**config.mk**
```make
export PLATFORM = sky130hd
export DESIGN_NAME = addr_region_router
export DESIGN_NICKNAME = d
export VERILOG_FILES = /design/src/rtl/addr_region_router.sv
export SDC_FILE = /design/constraint.sdc
export NUM_CORES = 1
export LEC_CHECK = 0
export CAP_MARGIN = 20
export CORE_ASPECT_RATIO = 1.5
export CORE_MARGIN = 2
export CORE_UTILIZATION = 25
export CTS_BUF_LIST = sky130_fd_sc_hd__clkbuf_4
export CTS_CLUSTER_SIZE = 40
export DETAILED_ROUTE_END_ITERATION = 10
export GPL_ROUTABILITY_DRIVEN = 0
export SYNTH_ARGS = -nofsm -noshare
export SYNTH_HDL_FRONTEND = slang
export SYNTH_SLANG_ARGS = --single-unit
```
**constraint.sdc**
```tcl
create_clock -name clk -period 3.65 [get_ports clk]
set_input_delay 0.9125 -clock clk [delete_from_list [all_inputs] [get_ports clk]]
set_output_delay 0.9125 -clock clk [all_outputs]
set_load 0.02 [all_outputs]
```
**src/rtl/addr_region_router.sv**
```systemverilog
// Registered multi-region address decoder with programmable windows.
// Lowest-index region wins on overlap; misses are counted.
module addr_region_router #(
  parameter int ADDR_WIDTH     = 32,
  parameter int NUM_REGIONS    = 4,
  parameter int MISS_CNT_WIDTH = 16,
  localparam int IDX_WIDTH     = $clog2(NUM_REGIONS)
) (
  input  logic                      clk,
  input  logic                      rst_n,
  input  logic                      cfg_we,
  input  logic [IDX_WIDTH-1:0]      cfg_idx,
  input  logic [ADDR_WIDTH-1:0]     cfg_base,
  input  logic [ADDR_WIDTH-1:0]     cfg_bound,
  input  logic                      cfg_en,
  input  logic                      req_valid,
  output logic                      req_ready,
  input  logic [ADDR_WIDTH-1:0]     req_addr,
  output logic                      out_valid,
  input  logic                      out_ready,
  output logic [ADDR_WIDTH-1:0]     out_addr,
  output logic [NUM_REGIONS-1:0]    out_sel,
  output logic [IDX_WIDTH-1:0]      out_idx,
  output logic                      out_miss,
  output logic [MISS_CNT_WIDTH-1:0] miss_count,
  input  logic                      miss_clr
);

  logic [ADDR_WIDTH-1:0]  base_q  [NUM_REGIONS];
  logic [ADDR_WIDTH-1:0]  bound_q [NUM_REGIONS];
  logic [NUM_REGIONS-1:0] en_q;

  logic [NUM_REGIONS-1:0] match;
  logic [NUM_REGIONS-1:0] dec_sel;
  logic [IDX_WIDTH-1:0]   dec_idx;
  logic                   dec_miss;
  logic                   accept;

  assign req_ready = !out_valid || out_ready;
  assign accept    = req_valid && req_ready;

  always_ff @(posedge clk or negedge rst_n) begin
    if (!rst_n) begin
      for (int i = 0; i < NUM_REGIONS; i++) begin
        base_q[i]  <= '0;
        bound_q[i] <= '0;
      end
      en_q <= '0;
    end else if (cfg_we) begin
      for (int i = 0; i < NUM_REGIONS; i++) begin
        if (cfg_idx == IDX_WIDTH'(i)) begin
          base_q[i]  <= cfg_base;
          bound_q[i] <= cfg_bound;
          en_q[i]    <= cfg_en;
        end
      end
    end
  end

  // base >= bound makes the window empty without a special case
  always_comb begin
    match = '0;
    for (int i = 0; i < NUM_REGIONS; i++) begin
      match[i] = en_q[i]
              && (req_addr >= base_q[i])
              && (req_addr < bound_q[i]);
    end
  end

  // descending scan so the lowest matching index is written last
  always_comb begin
    dec_sel = '0;
    dec_idx = '0;
    for (int i = NUM_REGIONS - 1; i >= 0; i--) begin
      if (match[i]) begin
        dec_sel = NUM_REGIONS'(1) << i;
        dec_idx = IDX_WIDTH'(i);
      end
    end
  end

  assign dec_miss = ~|match;

  always_ff @(posedge clk or negedge rst_n) begin
    if (!rst_n) begin
      out_valid <= 1'b0;
      out_addr  <= '0;
      out_sel   <= '0;
      out_idx   <= '0;
      out_miss  <= 1'b0;
    end else if (accept) begin
      out_valid <= 1'b1;
      out_addr  <= req_addr;
      out_sel   <= dec_sel;
      out_idx   <= dec_idx;
      out_miss  <= dec_miss;
    end else if (out_ready) begin
      out_valid <= 1'b0;
    end
  end

  always_ff @(posedge clk or negedge rst_n) begin
    if (!rst_n) begin
      miss_count <= '0;
    end else if (miss_clr) begin
      miss_count <= '0;
    end else if (accept && dec_miss && (miss_count != '1)) begin
      miss_count <= miss_count + 1'b1;
    end
  end

endmodule

```
# Yosys cells after proc, flatten, opt, wreduce, memory -nomap -nowiden
# Index checks and enable logic that the tools add are counted.
totals:
  memories: 0
  romBits: 0
  output_inout_bits: 57
  word_cells: 65
  ram_bits: 0
  latchBits: 0
  register_bits: 316
classes:
  magnitude_cmp: 8
  bitwise_logic: 0
  div_mod_pow: 0
  n_mul: 0
  add_sub_neg: 1
  n_shift: 0
  reduce_logical: 22
  muxes: 12
  n_eq_ne: 4
ops:
  columns: ["op", "count"]
  rows:
  - ["$ge 32x32->1", 4]
  - ["$lt 32x32->1", 4]
  - ["$mux 16", 2]
  - ["$add 16x1->16 const B", 1]
  - ["$mux 4", 4]
  - ["$ne 16x16->1 const B", 1]
  - ["$logic_and 1x1->1", 11]
  - ["$mux 2", 4]
  - ["$reduce_and 2->1", 4]
  - ["$eq 2x2->1 const B", 2]
  - ["$reduce_bool 2->1", 2]
  - ["$reduce_or 4->1", 1]
  - ["$eq 2x1->1 const B", 1]
  - ["$logic_not 1->1", 2]
  - ["$logic_not 2->1", 1]
  - ["$mux 1", 2]
  - ["$logic_or 1x1->1", 1]

# Longest topological paths before layout
# Gate-level depths: netlist (run 1).
depth:
  word_depth: 9
  ltp_mapped: 12
  ltp_nobuf: 11

# Worst setup path before layout (run 1)
# No wires, ideal clock.
synth_timing:
  path_type: "input -> register"
  start: "in req_addr[0]"
  end: "reg miss_count[13]"
  setup_time_ns: 0.125
  setup_slack_ns: 0.308
  t_arrival_ns: 3.217
  cell_stages: 11
  n_path_buf: 0
  path_cell_list: "inv_1 > ha_1 > nand2b_4 > a2111oi_4 > nor4b_1 > o311ai_1 > a31oi_1 > a22oi_4 > nand2_4 > nor4_1 > mux2_2"
synth_between:
  elab_chain_cells: 8
  word_cells_on_any_way: 21
  cone_classes: "8 x order compare; 13 x reduce/logical"
synth_rtl:
  columns: ["item", "line", "rtl"]
  rows:
  - ["from (decl)", "18", "input logic [ADDR_WIDTH-1:0] req_addr,"]
  - ["$ge 32x32->1", "65", "&& (req_addr >= base_q[i])"]
  - ["$logic_and 1x1->1", "65", null]
  - ["$logic_and 1x1->1", "66", "&& (req_addr < bound_q[i]);"]
  - ["$reduce_or 4->1 *", "82", "assign dec_miss = ~|match;"]
  - ["$logic_not 1->1 *", "82", null]
  - ["$logic_and 1x1->1 * (2 in a row)", "107", "end else if (accept && dec_miss && (miss_count != '1)) begin"]
  - ["$reduce_bool 2->1 (no line) *", null, null]
  - ["to (signal assigned)", "108", "miss_count <= miss_count + 1'b1;"]
  - ["to (decl)", "25", "output logic [MISS_CNT_WIDTH-1:0] miss_count,"]
# Every way passes the cells marked *; elsewhere a longest branch is shown, timed or not.
# A chain may end at the register's enable or synchronous reset.

# Worst setup path in the final report (run 1)
layout_timing:
  start: "in req_addr[19]"
  end: "reg miss_count[13]"
# Same word-level chain as after synthesis.

==> results of run 1 <==
sequential cells by signal, summed over array words and instances, names as in the netlist:
register    cells
out_idx         2
out_miss        1
bound_q       128
base_q        128
en_q            4
out_addr       32
miss_count     16
out_sel         4
out_valid       1
synthesized netlist by cell type (2+ instances only):
cell type	n
o21ai_0	112
and3_1	3
inv_1	256
and4_1	12
nand3_1	24
nand2b_1	10
a21oi_1	97
a221o_1	3
a21o_1	13
nor2_1	38
nand3b_1	2
o31ai_1	3
or3_1	5
nor4_1	8
or4_1	3
buf_1	5
nor2b_1	11
a41oi_1	2
clkbuf_1	35
nor3b_1	2
nand2_1	141
a31oi_1	6
dfrtp_1	316
nand4_1	35
a2bb2oi_1	2
o311ai_1	2
o211ai_1	2
o21a_1	9
mux2_2	234
ha_1	253
o41ai_1	2
a211oi_1	11
a221oi_1	6
nor3_1	11
a2111oi_2	2
final cells by class:
| cell class | count | area (µm²) | area share (%) |
|---|---|---|---|
| diodes | 3 | 7.51 | 0.0323 |
| clock buffers | 117 | 878 | 3.77 |
| clock inverters | 29 | 171 | 0.737 |
| inverters | 256 | 961 | 4.13 |
| multi-input cells | 1092 | 9170 | 39.4 |
| flip-flops and latches | 316 | 7910 | 34.0 |
| well taps | 915 | 1140 | 4.92 |
| repair buffers | 315 | 3040 | 13.0 |
how the worst max path moves through the flow:
stage	start	to	slack (ns)	cells past startpoint
detailed placement	req_addr[2]	miss_count[15]	-0.89	13
CTS	req_addr[2]	miss_count[15]	0.14	13
global placement	req_addr[2]	miss_count[15]	-0.85	13
global route	req_addr[0]	miss_count[13]	-0.005	13
finish	req_addr[19]	miss_count[13]	0.13	13
floorplan	req_addr[0]	miss_count[13]	0.31	11
cell families after synthesis:
logic type | count (synthesis) | synth area share, %
muxes | 236 | 14.7
adders and majority gates | 253 | 17.5
AOI/OAI and AO/OA | 288 | 9.53
buffers and inverters | 297 | 6.17
DFF | 316 | 43.6
and+or+nand+nor | 314 | 8.53
xor gates and xnor gates | 1 | 0.0483
metal layers:
metal  up-vias  routed length (µm)  share of wire [%]
li1       6735                   -                  -
met2       311               28400                 53
met1      6849               20900                 39
met4         2                2600                4.8
met5         -                  12              0.022
met3       131                1930                3.6
where the power goes:
part	internal [W]	switching [W]
Sequential	0.00412	0.000299
Clock	0.00162	0.00155
Combinational	0.00158	0.00167
Total	0.00732	0.00351
metrics by stage:
stage          instance area (µm²)  util, %  setup slack (ns)
6_report                     23300     32.5             0.135
5_1_grt                      23300     32.5          -0.00494
4_1_cts                      23200     32.4             0.137
3_5_place_dp                 22200     31.0            -0.886
3_3_place_gp                 22200     31.0            -0.854
2_1_floorplan                18100        -             0.308
critical path, delay by kind of cell:
kind | cells | cell delay, ns
compound gates | 4 | 1.26
mux | 1 | 0.37
buf+inv | 3 | 0.71
fa+ha+maj | 1 | 0.28
simple gates | 4 | 0.65
timing repair:
| item | in CTS | in global routing |
|---|---|---|
| pin swaps | 0 | 1 |
| setup endpoints to repair | 2 | 11 |
| gates resized for setup | 1 | 5 |
| hold buffers | 0 | 0 |
==> results.toml, run 1 <==
[setup_path]
critPathKind = "in2reg"
slowest_stage = "o21ai_0"
ff2ff_path_depth = 12
cp_max_fo = 8
crit_chain = "clkdlybuf4s50_1 > buf_4 > buf_4 > ha_1 > nand2_1 > o21ai_0 > nand2_1 > o211ai_1 > a31oi_1 > a22oi_4 > nand2_4 > nor4_1 > mux2_2"
cp-start-kind = "input pin"
crit_required_ns = 4.34
r2r-end = "miss_count[13]"
slowest_delay_ns = 0.67
end_kind = "flop"
ff2ff_setup_slack_ns = 0.51
worstPathArrival_ns = 4.20
timing.rr.start = "base_q[38]"

[status]
outcome = "completed"

[global_routing]
overflow = 0
grt_max_degree = 84
grt_pass1_wl_mm = 84.9
busiest_layer = "met2"
grt_pass1_vias = 15300
use_met1_pct = 15.6
grt_util_met3_pct = 2.54
grt_util_met2_pct = 27.6
antenna_found_initial = 3
globalRouteTotalUtil_pct = 14.7

[final_layout]
area_growth_pct = 28.4
final_cell_mix = "316 x dfrtp_1, 256 x inv_1, 253 x ha_1"
layout-drive-gt1-share_pct = 25.2
fill_cells = 7209
nets = 2425
final_common_cell = "dfrtp_1"
fin_cells = 3043

[route]
final_antenna_net_count = 0
drc = 0
routed_wl_mm = 53.8
routed-via-count = 14000
first_iter_violations = 597
via_per_inst = 4.61
firstDrtPassIters = 5
wl_per_cell_um = 17.7

[logic_synthesis]
synthCells = 1705
synth_area_leaders = "dfrtp_1 44%, ha_1 17%, mux2_2 15%"
synthArstFlopShare_pct = 100
yosysUniqueCellTypes = 64
synth_seq_cells = 316
synth_edf_count = 0
yosysTopAreaCellShare_pct = 43.6
yosysWarningCount = 0
synth_fp_nets = 2063
yosysTopAreaCell = "dfrtp_1"
yosysSeqAreaShare_pct = 43.6
synth_ff_type = "dfrtp_1"
synthesis.area_um2 = 18100
syn_area_per_cell_um2 = 10.6

[clocking]
numCtsBuffers = 86
clockRootBuffer = "clkbuf_4"
clock_path_buffers = 3
clkSinkCount = 316
cts_htree_levels = 3
cts_setup_buffers = 0
cts_tree = "done"
path_clk_slew_ns = 0.07
insertion_delay_ns = 0.84

[pwr]
power_w = 0.0108
p_leak_nw = 11.0
irDropWorstVdd_mv = 0.263
p_per_area_nw_per_um2 = 465

[timing]
tightest_slew_ns = 0.858
finalCritPeriodShare_pct = 96.3
final.setup.tns_ns = 0
clock_skew_ns = 0.0555
whs_ns = 0.0895
hold_violations = 0
fmax_mhz = 284
slew_viol_final = 0
setup_viol = 0
max_slew_margin_pct = 42.2
period_minus_slack_ns = 3.52

[floorplanning]
die_h_um = 334
core_um2 = 71600
std_cell_rows = 120
die_x_um = 224
die_area_um2 = 74700
io_pins = 162
start_util_pct = 25.3

[job]
maxCapViolations = 0

[placed_design]
dp_cells = 2894
dpl.hpwl_mm = 41.4
io_buffers = 161

[min_path]
holdCritPathClass = "in2async"
No activity file was read; power rests on OpenSTA's default activity.
==> run 2: changes to the inputs <==
--- a/config.mk
+++ b/config.mk
@@ -13,6 +13,8 @@
 export CTS_CLUSTER_SIZE = 40
 export DETAILED_ROUTE_END_ITERATION = 10
 export GPL_ROUTABILITY_DRIVEN = 0
+export RECOVER_POWER = 25
+export SETUP_SLACK_MARGIN = 0.5
 export SYNTH_ARGS = -nofsm -noshare
 export SYNTH_HDL_FRONTEND = slang
 export SYNTH_SLANG_ARGS = --single-unit
==> run 2 against run 1 <==
The run now ends with max-capacitance violations, max-slew violations left. Critical endpoint is now miss_count[8]. Routed wire length rose by 3.1%. Critical path type unchanged. Combinational power rose by 9.5%. Highest routed layer unchanged. Count of clock-buffer cells in the layout did not move. Die area did not move. Critical path depth rose by 2.
==> results.toml, run 2 (synthesis gave the netlist of run 1 again) <==
[final_layout]
area_growth_pct = 33.8
fill_cells = 7175
stdcell_area_um2 = 24300
final-seq-area_um2 = 7910
reg_top3 = "base_q x128, bound_q x128, out_addr x32"
final_common_cell = "dfrtp_1"
utilization_pct = 33.9
multi_input_area_um2 = 9820
nets = 2459
final_cell_mix = "316 x dfrtp_1, 255 x inv_1, 233 x mux2_2"
layout-drive-gt1-share_pct = 29.9

[placed_design]
postPlaceCellArea_um2 = 22400
pre_cts_slack_ns = -0.940
dpl.hpwl_mm = 41.3
io_buffers = 161

[floorplanning]
io_pins = 162
die_x_um = 224
die_area_um2 = 74700
core_um2 = 71600
start_util_pct = 25.3
std_cell_rows = 120
die_h_um = 334

[global_routing]
grt_max_degree = 95
globalRouteTotalUtil_pct = 15.1
grt_pass1_wl_mm = 86.7
overflow = 0
grt_pass1_vias = 15600
antenna_found_initial = 4

[timing]
hold_violations = 0
tightest_slew_ns = 2.56
fmax_mhz = 318
clock_skew_ns = 0.0767
finalCritPeriodShare_pct = 86.1
rsz0062_at_grt = "yes"
setup_viol = 0
max_slew_margin_pct = -70.4
slew_viol_final = 87
period_minus_slack_ns = 3.14
timing.final.ws_setup_ns = 0.509

[route]
routed_wl_mm = 55.5
drc = 0
final_antenna_net_count = 0
firstDrtPassIters = 5
routed-via-count = 14400
first_iter_violations = 636
via_per_inst = 4.67
wl_per_cell_um = 18.0

[clocking]
numCtsBuffers = 85
clkSinkCount = 316
clock_path_buffers = 3
clockRootBuffer = "clkbuf_4"
cts_tree = "done"
path_clk_slew_ns = 0.07
cts_htree_levels = 3
insertion_delay_ns = 0.82

[pwr]
p_per_area_nw_per_um2 = 464
irDropWorstVdd_mv = 0.340
p_leak_nw = 11.4

[status]
outcome = "finished with violations"
violations = "max-capacitance violations, max-slew violations"

[setup_path]
worstPathArrival_ns = 3.86
end_kind = "flop"
slowest_stage = "clkdlybuf4s50_1"
cp-start-kind = "input pin"
crit_chain = "clkdlybuf4s50_1 > buf_6 > buf_8 > ha_4 > a21oi_1 > nand2_1 > a21o_1 > a22oi_1 > buf_4 > a31oi_2 > a22oi_4 > buf_12 > nand3b_4 > or4_4 > a21oi_2"
crit_required_ns = 4.37
critPathKind = "in2reg"
slowest_delay_ns = 0.48
cp_max_fo = 7

[min_path]
holdCritPathClass = "in2reg"

[job]
maxCapViolations = 1
## run 2: cell count changes in the layout (fill, tap and decap cells not counted), sizes merged
cell and delta:
dlymetal6s2s +7, clkbuf +8, inv +3, clkdlybuf4s50 -28, bufbuf +1, buf +28
bufinv +1, dlygate4sd2 +18, clkinv -1, diode -1, nand3b +1
## run 2: layout make-up
cell class                 instances  share of cell area (%)
inverter                         256                    3.99
clock inverter                    32                   0.877
timing repair buffer             349                    13.7
sequential                       316                    32.6
antenna                            2                  0.0206
tap                              915                    4.72
clock buffer                     117                    3.62
multi-input combinational       1093                    40.5
## run 2: metal layers
metal | GRT usage, % | vias up | part of all wire (%)
met5 | 0 | - | 0.049
met4 | 8.51 | 4 | 5.1
met3 | 3.08 | 137 | 5.2
met2 | 27.0 | 411 | 51
met1 | 16.4 | 7019 | 38
li1 | - | 6806 | -
## run 2: per-stage QoR
stage | hold slack [ns] | setup TNS (ns) | instances | total power [W]
after global routing | 0.387 | 0 | 3080 | 0.0121
after global placement | 0.463 | -15.01 | 2908 | 0.00765
after CTS | 0.111 | 0 | 3073 | 0.0113
final | 0.430 | 0 | 3080 | 0.0113
after detailed placement | 0.468 | -16.30 | 2908 | 0.00781
after floorplan | 0.471 | 0 | 1705 | 0.00632
## run 2: worst paths after layout
kind                              startpoint            end  depth (start not counted)  slack (ns)
max in group asynchronous              rst_n    bound_q[13]                          2        0.75
worst min register to register    out_idx[0]     out_idx[0]                          1        0.48
worst max-delay path            req_addr[18]  miss_count[8]                         15        0.51
worst min-delay path             req_addr[5]    out_addr[5]                          2        0.43
worst max register to register    base_q[38]  miss_count[8]                         14        0.68
min in group asynchronous              rst_n   out_addr[23]                          1        0.87
## run 2: where the power goes
group	switching, W	internal [W]	leakage [nW]
Sequential	0.000314	0.00412	3.80
Combinational	0.00181	0.00175	6.95
Clock	0.00157	0.00170	0.654
Total	0.00369	0.00757	11.4
## run 2: worst max-delay path: cells and delay by family
kind	cells	cell delay (ns)
AND/OR/NAND/NOR	3	0.62
AO/OA/AOI/OAI	6	1.03
adder cells (fa/ha/maj)	1	0.21
buffers and inverters	5	1.09
## run 2: repair_timing
item                                    4_1_cts  5_1_grt
buffers inserted                             14        5
gates cloned                                  2        0
hold buffers                                  0        0
pin swaps                                    32       32
endpoints found under the setup margin       19       18
gates resized for setup                      88       52
==> run 3: changes to the inputs <==
--- a/config.mk
+++ b/config.mk
@@ -9,7 +9,7 @@
 export CORE_ASPECT_RATIO = 1.5
 export CORE_MARGIN = 2
 export CORE_UTILIZATION = 25
-export CTS_BUF_LIST = sky130_fd_sc_hd__clkbuf_4
+export CTS_BUF_LIST = sky130_fd_sc_hd__clkbuf_16
 export CTS_CLUSTER_SIZE = 40
 export DETAILED_ROUTE_END_ITERATION = 10
 export GPL_ROUTABILITY_DRIVEN = 0
==> run 3 against run 2 <==
The run still ends with max-capacitance violations, max-slew violations left. First-iteration DRC count is 1.9% higher. Critical path depth is 1 higher. Core utilization is 1.8 points higher. Highest routed layer unchanged.
==> results.toml, run 3 (synthesis gave the netlist of run 1 again) <==
[status]
outcome = "finished with violations"
violations = "max-capacitance violations, max-slew violations"

[setup_path]
slowest_delay_ns = 0.32
crit_required_ns = 4.09
critPathKind = "in2reg"
r2r-end = "miss_count[11]"
ff2ff_setup_slack_ns = 0.58
crit_chain = "dlygate4sd2_1 > buf_6 > buf_4 > ha_4 > nor2_2 > nor3_2 > a21oi_2 > o41ai_4 > buf_4 > a21oi_2 > a21oi_4 > buf_8 > nand2_8 > buf_6 > nor4_4 > mux2_4"
cp-start-kind = "input pin"
timing.rr.start = "base_q[38]"
end_kind = "flop"
ff2ff_path_depth = 15
critical_path.startpoint = "req_addr[3]"
slowest_stage = "mux2_4"
cp_max_fo = 6
worstPathArrival_ns = 3.69
critPathTopFamily = "buffers and inverters"
path_buf_inv = 6

[clocking]
numCtsBuffers = 37
cts_hold_buf = 0
clkSinkCount = 316
insertion_delay_ns = 0.55
clockRootBuffer = "clkbuf_16"
path_clk_slew_ns = 0.06
clock_path_buffers = 3
cts_tree = "done"
cts_htree_levels = 2

[floorplanning]
std_cell_rows = 120
die_h_um = 334
start_util_pct = 25.3
die_x_um = 224
core_um2 = 71600
io_pins = 162
die_area_um2 = 74700

[final_layout]
num_antenna_cells = 0
layout-drive-gt1-share_pct = 32.9
final_cell_mix = "316 x dfrtp_1, 263 x inv_1, 230 x mux2_2"
fill_cells = 6961
fin_cells = 3029
final_common_cell = "dfrtp_1"
area_growth_pct = 40.9
utilization_pct = 35.7
nets = 2444
stdcell_area_um2 = 25500
reg_top3 = "base_q x128, bound_q x128, out_addr x32"

[timing]
slew_viol_final = 87
timing.final.ws_setup_ns = 0.401
rsz0062_at_grt = "yes"
setup_viol = 0
hold_violations = 0
tightest_slew_ns = 2.57
final.setup.tns_ns = 0
fmax_mhz = 308
max_slew_margin_pct = -71.2
period_minus_slack_ns = 3.25
clock_skew_ns = 0.0146
finalCritPeriodShare_pct = 89.0

[min_path]
whs_path_depth = 2
hold_start = "out_miss"
holdCritPathClass = "reg2reg"
holdPathEnd = "out_miss"

[placed_design]
postPlaceCellArea_um2 = 22400
pre_cts_slack_ns = -0.940
io_buffers = 161
dpl.hpwl_mm = 41.3
dp_cells = 2908

[pwr]
p_per_area_nw_per_um2 = 485
irDropWorstVdd_mv = 0.297
p_leak_nw = 11.6

[global_routing]
grt_pass1_vias = 15500
antenna_found_initial = 3
grt_pass1_wl_mm = 88.4
globalRouteTotalUtil_pct = 15.3
overflow = 0
grt_max_degree = 95

[route]
via_per_inst = 4.72
final_antenna_net_count = 0
routed-via-count = 14300
firstDrtPassIters = 7
first_iter_violations = 648
routed_wl_mm = 57.2
wl_per_cell_um = 18.9
drc = 0

[job]
maxCapViolations = 1
==> run 3: worst max-delay path by stage <==
stage | end | slack [ns] | depth (start not counted)
after floorplan | miss_count[13] | 0.50 | 10
after global placement | miss_count[13] | -0.91 | 14
after detailed placement | miss_count[8] | -0.94 | 14
after CTS | miss_count[8] | 0.48 | 16
after global routing | miss_count[11] | 0.34 | 15
final | miss_count[11] | 0.40 | 16
==> run 3: layout make-up <==
type / count / area [µm²] / area share [%]
multi-input combinational: 1093 / 10500 / 41.1
sequential: 316 / 7910 / 31.0
timing repair buffer: 382 / 3700 / 14.5
tap: 915 / 1140 / 4.48
clock buffer: 39 / 976 / 3.82
inverter: 256 / 968 / 3.79
clock inverter: 28 / 335 / 1.31
==> run 3: per-stage QoR <==
step           hold slack, ns  total power (W)
2_1_floorplan           0.471          0.00632
3_3_place_gp            0.463          0.00765
3_5_place_dp            0.468          0.00781
4_1_cts                 0.392           0.0123
5_1_grt                 0.509           0.0131
6_report                0.488           0.0124
==> run 3: worst reg2reg max path, cell delays in order, from the launching register on <==
cell	delay, ns
dfrtp_1	0.37
inv_1	0.09
ha_4	0.20
a21o_1	0.18
a221oi_2	0.29
o31ai_1	0.12
buf_4	0.18
a211oi_2	0.25
o41ai_2	0.08
buf_4	0.15
a21oi_4	0.13
buf_8	0.16
nand2_8	0.08
buf_6	0.12
nor4_4	0.22
mux2_4	0.32
==> run 3: timing repair <==
item,in CTS,in global routing
setup endpoints to repair,23,19
gates cloned,3,0
setup buffers,38,13
resized for setup,244,101
pin swaps,70,25
==> run 3: report_power, final <==
| part | switching [W] | internal [W] | leakage, nW |
|---|---|---|---|
| registers | 0.000313 | 0.00412 | 3.80 |
| clock network | 0.00158 | 0.00250 | 0.663 |
| logic | 0.00195 | 0.00194 | 7.17 |
==> run 3: layer usage <==
metal	share of wire (%)	global-route usage [%]
met1	38	16.7
met2	53	28.5
met4	4.3	6.78
met5	0.061	0
met3	4.6	2.96
